### src/rtl/ifetch_pkg.sv
// Shared types and constants for the instruction-fetch stage and its IF/ID register.
package ifetch_pkg;

    typedef enum logic [1:0] {
        BOOT = 2'd0,
        RUN  = 2'd1,
        HALT = 2'd2
    } fetch_state_t;

    localparam logic [31:0] NOP              = 32'h0000_0000;
    localparam logic [31:0] RESET_PC_DEFAULT = 32'h0000_3000;
    localparam logic [31:0] PC_STEP          = 32'd4;

    // Redirect targets are word addresses; the low byte-offset bits are dropped.
    function automatic logic [31:0] align_word(input logic [31:0] addr);
        return {addr[31:2], 2'b00};
    endfunction

endpackage

### src/rtl/ifetch_stage_if_id_reg.sv
// IF/ID pipeline register with load/hold/flush control; flush wins over load.
module if_id_reg
    import ifetch_pkg::*;
#(
    parameter int          DATA_WIDTH = 32,
    parameter logic [31:0] RESET_PC   = RESET_PC_DEFAULT
) (
    input  logic                  i_clk,
    input  logic                  i_rst_n,
    input  logic                  i_load,
    input  logic                  i_flush,
    input  logic [DATA_WIDTH-1:0] i_instr,
    input  logic [31:0]           i_pc,
    input  logic [31:0]           i_pc4,
    output logic                  o_valid,
    output logic [DATA_WIDTH-1:0] o_instr,
    output logic [31:0]           o_pc,
    output logic [31:0]           o_pc4
);

    logic                  r_valid;
    logic [DATA_WIDTH-1:0] r_instr;
    logic [31:0]           r_pc;
    logic [31:0]           r_pc4;

    // A flush only kills valid/instr; the PC fields keep their last value.
    always_ff @(posedge i_clk or negedge i_rst_n) begin
        if (!i_rst_n) begin
            r_valid <= 1'b0;
            r_instr <= DATA_WIDTH'(NOP);
            r_pc    <= RESET_PC;
            r_pc4   <= RESET_PC + PC_STEP;
        end else if (i_flush) begin
            r_valid <= 1'b0;
            r_instr <= DATA_WIDTH'(NOP);
        end else if (i_load) begin
            r_valid <= 1'b1;
            r_instr <= i_instr;
            r_pc    <= i_pc;
            r_pc4   <= i_pc4;
        end
    end

    assign o_valid = r_valid;
    assign o_instr = r_instr;
    assign o_pc    = r_pc;
    assign o_pc4   = r_pc4;

endmodule

### src/rtl/ifetch_stage.sv
// Fetch stage: PC, ROM word address, BOOT/RUN/HALT control, IF/ID capture.
// Optional macro IFETCH_ADDR_CHECK_EN adds fetch_err_o for out-of-window or misaligned fetches.
module ifetch_stage
    import ifetch_pkg::*;
#(
    parameter int          ADDR_WIDTH = 10,
    parameter int          DATA_WIDTH = 32,
    parameter logic [31:0] RESET_PC   = RESET_PC_DEFAULT
) (
    input  logic                  clk,
    input  logic                  rst_n,
    input  logic                  stall_i,
    input  logic                  redirect_i,
    input  logic [31:0]           redirect_pc_i,
    input  logic                  halt_i,
    output logic [ADDR_WIDTH-1:0] rom_addr_o,
    input  logic [DATA_WIDTH-1:0] rom_data_i,
    output logic                  if_id_valid_o,
    output logic [DATA_WIDTH-1:0] if_id_instr_o,
    output logic [31:0]           if_id_pc_o,
    output logic [31:0]           if_id_pc4_o,
    output logic                  halted_o,
`ifdef IFETCH_ADDR_CHECK_EN
    output logic                  fetch_err_o,
`endif
    output fetch_state_t          dbg_state_o
);

`ifdef IFETCH_ADDR_CHECK_EN
    localparam bit CHECK_EN = 1'b1;
`else
    localparam bit CHECK_EN = 1'b0;
`endif
    localparam logic [33:0] WINDOW_BYTES = 34'(PC_STEP) << ADDR_WIDTH;

    fetch_state_t r_state;
    fetch_state_t w_state_nxt;
    logic [31:0]  r_pc;
    logic [31:0]  w_pc_nxt;
    logic [31:0]  w_pc4;
    logic [31:0]  w_offset;
    logic         w_load;
    logic         w_flush;
    logic         w_in_range;
    logic         w_redir_bad;
    logic         w_adv_bad;

    // ROM word 0 lives at RESET_PC; the index wraps with the window size.
    assign w_offset    = r_pc - RESET_PC;
    assign w_pc4       = r_pc + PC_STEP;
    assign w_in_range  = {2'b00, w_offset} < WINDOW_BYTES;
    assign w_redir_bad = CHECK_EN && (redirect_pc_i[1:0] != 2'b00);
    assign w_adv_bad   = CHECK_EN && !w_in_range;
    assign rom_addr_o  = w_offset[ADDR_WIDTH+1:2];

    always_ff @(posedge clk or negedge rst_n) begin
        if (!rst_n) begin
            r_state <= BOOT;
            r_pc    <= RESET_PC;
        end else begin
            r_state <= w_state_nxt;
            r_pc    <= w_pc_nxt;
        end
    end

    // Priority in RUN: halt > redirect > stall > advance.
    always_comb begin
        w_state_nxt = r_state;
        w_pc_nxt    = r_pc;
        w_load      = 1'b0;
        w_flush     = 1'b0;
        unique case (r_state)
            BOOT: begin
                w_flush     = 1'b1;
                w_state_nxt = RUN;
            end
            RUN: begin
                if (halt_i) begin
                    w_flush     = 1'b1;
                    w_state_nxt = HALT;
                end else if (redirect_i) begin
                    w_flush = 1'b1;
                    if (w_redir_bad) begin
                        w_state_nxt = HALT;
                    end else begin
                        w_pc_nxt = align_word(redirect_pc_i);
                    end
                end else if (!stall_i) begin
                    if (w_adv_bad) begin
                        w_flush     = 1'b1;
                        w_state_nxt = HALT;
                    end else begin
                        w_load   = 1'b1;
                        w_pc_nxt = w_pc4;
                    end
                end
            end
            HALT: begin
                w_flush = 1'b1;
            end
            default: begin
                w_flush     = 1'b1;
                w_state_nxt = BOOT;
            end
        endcase
    end

`ifdef IFETCH_ADDR_CHECK_EN
    logic r_fetch_err;
    logic w_err_set;

    assign w_err_set = (r_state == RUN) && !halt_i &&
                       (redirect_i ? w_redir_bad : (!stall_i && w_adv_bad));

    always_ff @(posedge clk or negedge rst_n) begin
        if (!rst_n) begin
            r_fetch_err <= 1'b0;
        end else if (w_err_set) begin
            r_fetch_err <= 1'b1;
        end
    end

    assign fetch_err_o = r_fetch_err;
`endif

    if_id_reg #(
        .DATA_WIDTH (DATA_WIDTH),
        .RESET_PC   (RESET_PC)
    ) u_if_id (
        .i_clk   (clk),
        .i_rst_n (rst_n),
        .i_load  (w_load),
        .i_flush (w_flush),
        .i_instr (rom_data_i),
        .i_pc    (r_pc),
        .i_pc4   (w_pc4),
        .o_valid (if_id_valid_o),
        .o_instr (if_id_instr_o),
        .o_pc    (if_id_pc_o),
        .o_pc4   (if_id_pc4_o)
    );

    assign halted_o    = (r_state == HALT);
    assign dbg_state_o = r_state;

endmodule

### config.mk
export PLATFORM = sky130hd
export DESIGN_NAME = ifetch_stage
export DESIGN_NICKNAME = d
export VERILOG_FILES = /design/src/rtl/ifetch_pkg.sv /design/src/rtl/ifetch_stage_if_id_reg.sv /design/src/rtl/ifetch_stage.sv
export SDC_FILE = /design/constraint.sdc
export NUM_CORES = 1
export LEC_CHECK = 0
export ABC_AREA = 1
export BUFFER_PORTS_ARGS = -buffer_cell sky130_fd_sc_hd__buf_4
export CAP_MARGIN = 20
export CELL_PAD_IN_SITES_DETAIL_PLACEMENT = 1
export CELL_PAD_IN_SITES_GLOBAL_PLACEMENT = 1
export CORE_MARGIN = 1
export CORE_UTILIZATION = 37
export CTS_CLUSTER_SIZE = 14
export DETAILED_ROUTE_END_ITERATION = 8
export GPL_ROUTABILITY_DRIVEN = 0
export PLACE_DENSITY = 0.77
export REMOVE_ABC_BUFFERS = 1
export SYNTH_ARGS = -nofsm -noshare
export SYNTH_HDL_FRONTEND = slang
export SYNTH_SLANG_ARGS = --single-unit
### constraint.sdc
create_clock -name clk -period 1.9 [get_ports clk]
set_clock_uncertainty 0.1 [all_clocks]
set_input_delay 0.19 -clock clk [delete_from_list [all_inputs] [get_ports clk]]
set_output_delay 0.19 -clock clk [all_outputs]
set_load 0.02 [all_outputs]
==> results of run 1 <==
==> cells in the final DEF, fill, tap and decap left out, types with 11 or more instances in the layout <==
| master | n |
|---|---|
| dfrtp_1 | 118 |
| clkbuf_16 | 17 |
| nor2_1 | 89 |
| inv_1 | 74 |
| a21oi_1 | 15 |
| nand2_1 | 254 |
| a31oi_1 | 11 |
| buf_4 | 187 |
| o21ai_0 | 50 |
| o21ai_1 | 41 |
| nand3_1 | 31 |
| dlygate4sd3_1 | 42 |
==> kinds of logic (layout without fill, tap and decap cells) <==
| family | after synthesis | count (layout) | synth area share |
|---|---|---|---|
| buf+inv | 121 | 343 | 0.0945 |
| simple gates | 387 | 387 | 0.255 |
| other cells | 1 | 4 | 0.000632 |
| xor+xnor | 6 | 6 | 0.00886 |
| flops | 125 | 125 | 0.529 |
| fa+ha+maj | 1 | 1 | 0.00211 |
| compound gates | 124 | 124 | 0.110 |
==> report_power, final <==
part           switching, µW  total, µW  internal [µW]
Clock                   1180       3300           2120
Sequential               811       4490           3680
Combinational           2890       4840           1950
==> worst register-to-register path, cell delays in order (launching register included) <==
cell     delay (ns)
dfrtp_1        0.37
ha_1           0.19
nand2_1        0.13
nor2_4         0.19
nand2_4        0.12
nor2_1         0.22
nand2_1        0.08
nand2_1        0.08
nand3_1        0.07
nand2_1        0.08
nand2_1        0.04
==> timing repair <==
item / CTS / global route
setup endpoints to repair: 0 / 29
hold buffers: 42 / 0
hold endpoints to repair: 160 / 0
resized for setup: 0 / 13
==> final cells by class <==
| type | instances | area share |
|---|---|---|
| clock inverters | 8 | 0.0136 |
| flip-flops and latches | 125 | 0.370 |
| clock buffers | 24 | 0.0556 |
| repair buffers | 234 | 0.227 |
| well taps | 211 | 0.0311 |
| inverters | 77 | 0.0341 |
| multi-input cells | 522 | 0.269 |
==> metrics by stage <==
stage               area [µm²]  power, µW  instances
floorplan                 5670       7020        724
global placement          7440       9140       1127
detailed placement        7440       9270       1127
CTS                       8450      12700       1201
global route              8490      13400       1201
finish                    8490      12600       1201
==> flip-flops by register name, indices dropped and copies added, names as in the netlist <==
signal,cells
r_pc,30
u_if_id.o_instr,32
u_if_id.o_pc4,30
dbg_state_o,2
u_if_id.o_valid,1
u_if_id.o_pc,30
==> routing by layer <==
layer	vias to the layer above	wire (µm)
met3	16	1120
li1	2807	-
met5	-	0
met4	0	240
met1	2748	8770
met2	171	9230
==> path summary, 6_finish.rpt <==
kind                                   from           endpoint  slack [ns]  depth (start not counted)
setup / recovery                    r_pc[2]           r_pc[28]        0.12                         10
hold / removal             redirect_pc_i[5]            r_pc[5]        0.01                          4
setup reg to reg                    r_pc[2]           r_pc[28]        0.12                         10
hold reg to reg            u_if_id.o_pc[12]   u_if_id.o_pc[12]        0.37                          2
max in group asynchronous             rst_n  u_if_id.o_pc4[13]        0.98                          3
min in group asynchronous             rst_n           r_pc[24]        0.14                          2
==> out/results.ini, run 1 <==
[outcome]
status = complete, no violations

[setup_path]
required_ns = 2.11
worstPathCellList = ha_1, nand2_1, nor2_4, nand2_4, nor2_1, nand2_1, nand2_1, nand3_1, nand2_1, nand2_1
cp_slowest_stage_delay_ns = 0.37
end_kind = flop
crit_arrival_ns = 1.99
cpMaxStageDelayCell = dfrtp_1
critical_path_class = flop to flop
cp_common_cell = nand2_1
cp_top_family = simple AND/OR/NAND/NOR gates
critPathMaxFanout = 7
cp_num_buf_inv = 0
startpoint_type = flop

[sta]
holdWs_ns = 0.0126
drv_slew = 0
rsz0062_at_grt = yes
timing.final.crit_share = 0.938
fin_crit_ns = 1.78
finalHoldViolCount = 0
finalWorstSetupSlack_ns = 0.117
tightest_slew_ns = 0.560
clock.fmax_mhz = 561
finalSetupViolCount = 0
relSlewSlack = 0.627
fin_setup_tns_ns = 0

[global_routing]
overflow = 0
met2_usage = 0.416
top_usage_layer = met2
grt_pass1_wl_um = 31200
antenna_found_initial = 0
grt_util_met1 = 0.315
grt_pass1_vias = 6025
grt_max_degree = 59
grt_use_total = 0.246
met3_usage = 0.0595

[drt]
viasPerCell = 4.78
firstDrtPassIters = 5
routedWlPerCell_um = 16.1
routed_wl_um = 19400
post-route-drc-count = 0
drtAntennaViolNets = 0
vias = 5742
drtIter0Drc = 226

[synthesis]
yosys.area.top_type = dfrtp_1
ys.warnings.count = 0
yosysMostFrequentCell = nand2_1
synthTopCellsByArea = dfrtp_1 (50%), nand2_1 (16%), nor2_1 (5.9%), inv_1 (4.7%), o21ai_0 (4.4%)
netlist_area_um2 = 5930
ys.flop_type = dfrtp_1
avgSynthCellArea_um2 = 7.75
syn-instance-count = 765
synth_seq_cells = 125
yosysSeqAreaShare = 0.529
synthTopCellsByCount = nand2_1 (256), dfrtp_1 (118), nor2_1 (93), inv_1 (74), o21ai_0 (52)
synth_edf_count = 0
synth_cell_types = 28
ys_async_sr_fraction = 1.00
synth_top_area_frac = 0.498

[floorplanning]
core_area_um2 = 15400
num_io_pins = 179
die_y_um = 129
die_area_um2 = 16500
dieWidth_um = 129
floorplan.rows = 45
initial_core_util = 0.384

[hold_path]
hold_class = input pin to flop

[clock_network]
clk_path_buf_depth = 2
cts_root_buffer = clkbuf_16
clock-sinks = 125
path_clk_slew_ns = 0.06
cts_tree = built
post_cts_buffers = 0
cts-htree-levels = 4
clock_latency_ns = 0.42
numCtsBuffers = 17

[placement]
hpwl_um = 13000
port_buffers = 172
pre_cts_ws_ns = 0.0573

[layout]
nets = 1047
utilization = 0.550
multi_input_area_um2 = 2280
diodes = 0
fillerInstances = 1956
regArea_um2 = 3140
drive_above_1_share = 0.243
syn2layout_area_growth_pct = 43.1

[pwr]
max-vdd-ir-drop_uv = 674
p_per_area_nw_per_um2 = 1490
leakagePower_uw = 0.00421

[job]
cap_violations = 0

Power figures use the tool's default switching activity.
==> run 2: changes to the inputs <==
--- a/config.mk
+++ b/config.mk
@@ -16,6 +16,7 @@
 export DETAILED_ROUTE_END_ITERATION = 8
 export GPL_ROUTABILITY_DRIVEN = 0
 export PLACE_DENSITY = 0.77
+export RECOVER_POWER = 100
 export REMOVE_ABC_BUFFERS = 1
 export SYNTH_ARGS = -nofsm -noshare
 export SYNTH_HDL_FRONTEND = slang
==> run 2 against run 1 <==
Against the previous run: first-iteration DRC count is 4.0% higher; die area stayed put; utilization is 2.6 points lower; hold slack better by 0.00085 ns; largest cell class unchanged.
==> out/results.ini, run 2 (synthesis gave the netlist of run 1 again) <==
[outcome]
status = complete, no violations

[layout]
layout_commonest_cell = nand2_1
drive_above_1_share = 0.138
stdcell_count = 1201
diodes = 0
final_cell_mix = nand2_1 (254), dfrtp_1 (118), clkbuf_1 (108)
regArea_um2 = 3140
fillerInstances = 2006
syn2layout_area_growth_pct = 36.4
largest_reg_flops = 32
multi_input_area_um2 = 2280
nets = 1047

[pwr]
switching_power_uw = 4870
swShare = 0.405
clock_power_share = 0.274
max-vdd-ir-drop_uv = 631
leakagePower_uw = 0.00380
power_frac_comb = 0.354
p_seq_frac = 0.372
internal_power_uw = 7160
p_per_area_nw_per_um2 = 1490

[clock_network]
clk_path_buf_depth = 2
numCtsBuffers = 17
clock-sinks = 125
cts_tree = built
path_clk_slew_ns = 0.06
clock_latency_ns = 0.42
post_cts_buffers = 0
cts_root_buffer = clkbuf_16
cts-htree-levels = 4

[drt]
viasPerCell = 4.79
post-route-drc-count = 0
firstDrtPassIters = 5
vias = 5754
drtAntennaViolNets = 0
routedWlPerCell_um = 16.2
routed_wl_um = 19400
drtIter0Drc = 235

[sta]
holdWs_ns = 0.0134
finalWorstSetupSlack_ns = 0.114
relSlewSlack = 0.154
timing.final.crit_share = 0.940
rsz0062_at_grt = yes
finalSetupViolCount = 0
drv_slew = 0
tightest_slew_ns = 1.27
finalHoldViolCount = 0
fin_crit_ns = 1.79
clock.fmax_mhz = 560
fin_setup_tns_ns = 0

[setup_path]
startpoint_type = flop
critPathMaxFanout = 7
cp_common_cell = nand2_1
critical_path_class = flop to flop
end_kind = flop
cp_top_family = simple AND/OR/NAND/NOR gates
cpMaxStageDelayCell = dfrtp_1
required_ns = 2.10
worstPathCellList = ha_1, nand2_1, nor2_4, nand2_4, nor2_1, nand2_1, nand2_1, nand3_1, nand2_1, nand2_1
crit_arrival_ns = 1.99
cp_slowest_stage_delay_ns = 0.37
cp_num_buf_inv = 0

[placement]
placed_cells = 1127
port_buffers = 172
hpwl_um = 13000
pre_cts_ws_ns = 0.0573

[floorplanning]
num_io_pins = 179
dieWidth_um = 129
die_y_um = 129
initial_core_util = 0.384
floorplan.rows = 45
core_area_um2 = 15400
die_area_um2 = 16500

[global_routing]
grt_max_degree = 59
antenna_found_initial = 0
grt_pass1_vias = 6025
grt_use_total = 0.246
overflow = 0
grt_pass1_wl_um = 31200

[job]
cap_violations = 0

[hold_path]
hold_class = input pin to flop

-- run 2: path summary, 6_finish.rpt --
check | startpoint | to | slack, ns | cells after the start
worst min-delay path | redirect_pc_i[5] | r_pc[5] | 0.01 | 4
worst max register to register | r_pc[2] | r_pc[28] | 0.11 | 10
max in group asynchronous | rst_n | r_pc[13] | 0.16 | 3
min in group asynchronous | rst_n | u_if_id.o_pc[19] | 0.50 | 2
worst max-delay path | r_pc[2] | r_pc[28] | 0.11 | 10
worst min register to register | u_if_id.o_pc[11] | u_if_id.o_pc[11] | 0.37 | 2
-- run 2: cell type report --
type,count,area share
timing repair buffer,234,0.189
multi-input combinational,522,0.282
clock buffer,24,0.0583
clock inverter,8,0.0142
tap,211,0.0326
sequential,125,0.388
inverter,77,0.0357
-- run 2: stage by stage --
step                utilization  power [µW]  area [µm²]
floorplan                     -        7020        5670
global placement          0.482        9140        7440
detailed placement        0.482        9270        7440
CTS                       0.547       12700        8450
global route              0.524       12800        8090
finish                    0.524       12000        8090
-- run 2: what timing repair did --
item / in CTS / in global routing
hold endpoints to repair: 160 / 0
endpoints found under the setup margin: 0 / 29
resized for setup: 0 / 13
hold buffers: 42 / 0
-- run 2: power by group through the flow --
| stage | Combinational (µW) | Clock [µW] | Sequential, µW |
|---|---|---|---|
| floorplan | 1730 | 0 | 5290 |
| global placement | 4640 | 0 | 4500 |
| detailed placement | 4750 | 0 | 4520 |
| CTS | 4870 | 3350 | 4500 |
| global route | 4720 | 3480 | 4630 |
| finish | 4260 | 3300 | 4480 |
-- run 2: worst min-delay path: cells and delay by family --
family | cells | cell delay [ns]
buffers and inverters | 1 | 0.08
AOI/OAI and AO/OA | 3 | 0.23
-- run 2: layer usage --
| metal | vias up | track usage | part of all wire |
|---|---|---|---|
| met5 | - | 0 | 0 |
| met4 | 0 | 0.0678 | 0.010 |
| met3 | 16 | 0.0595 | 0.052 |
| met2 | 169 | 0.416 | 0.47 |
| met1 | 2766 | 0.315 | 0.47 |
| li1 | 2803 | - | - |
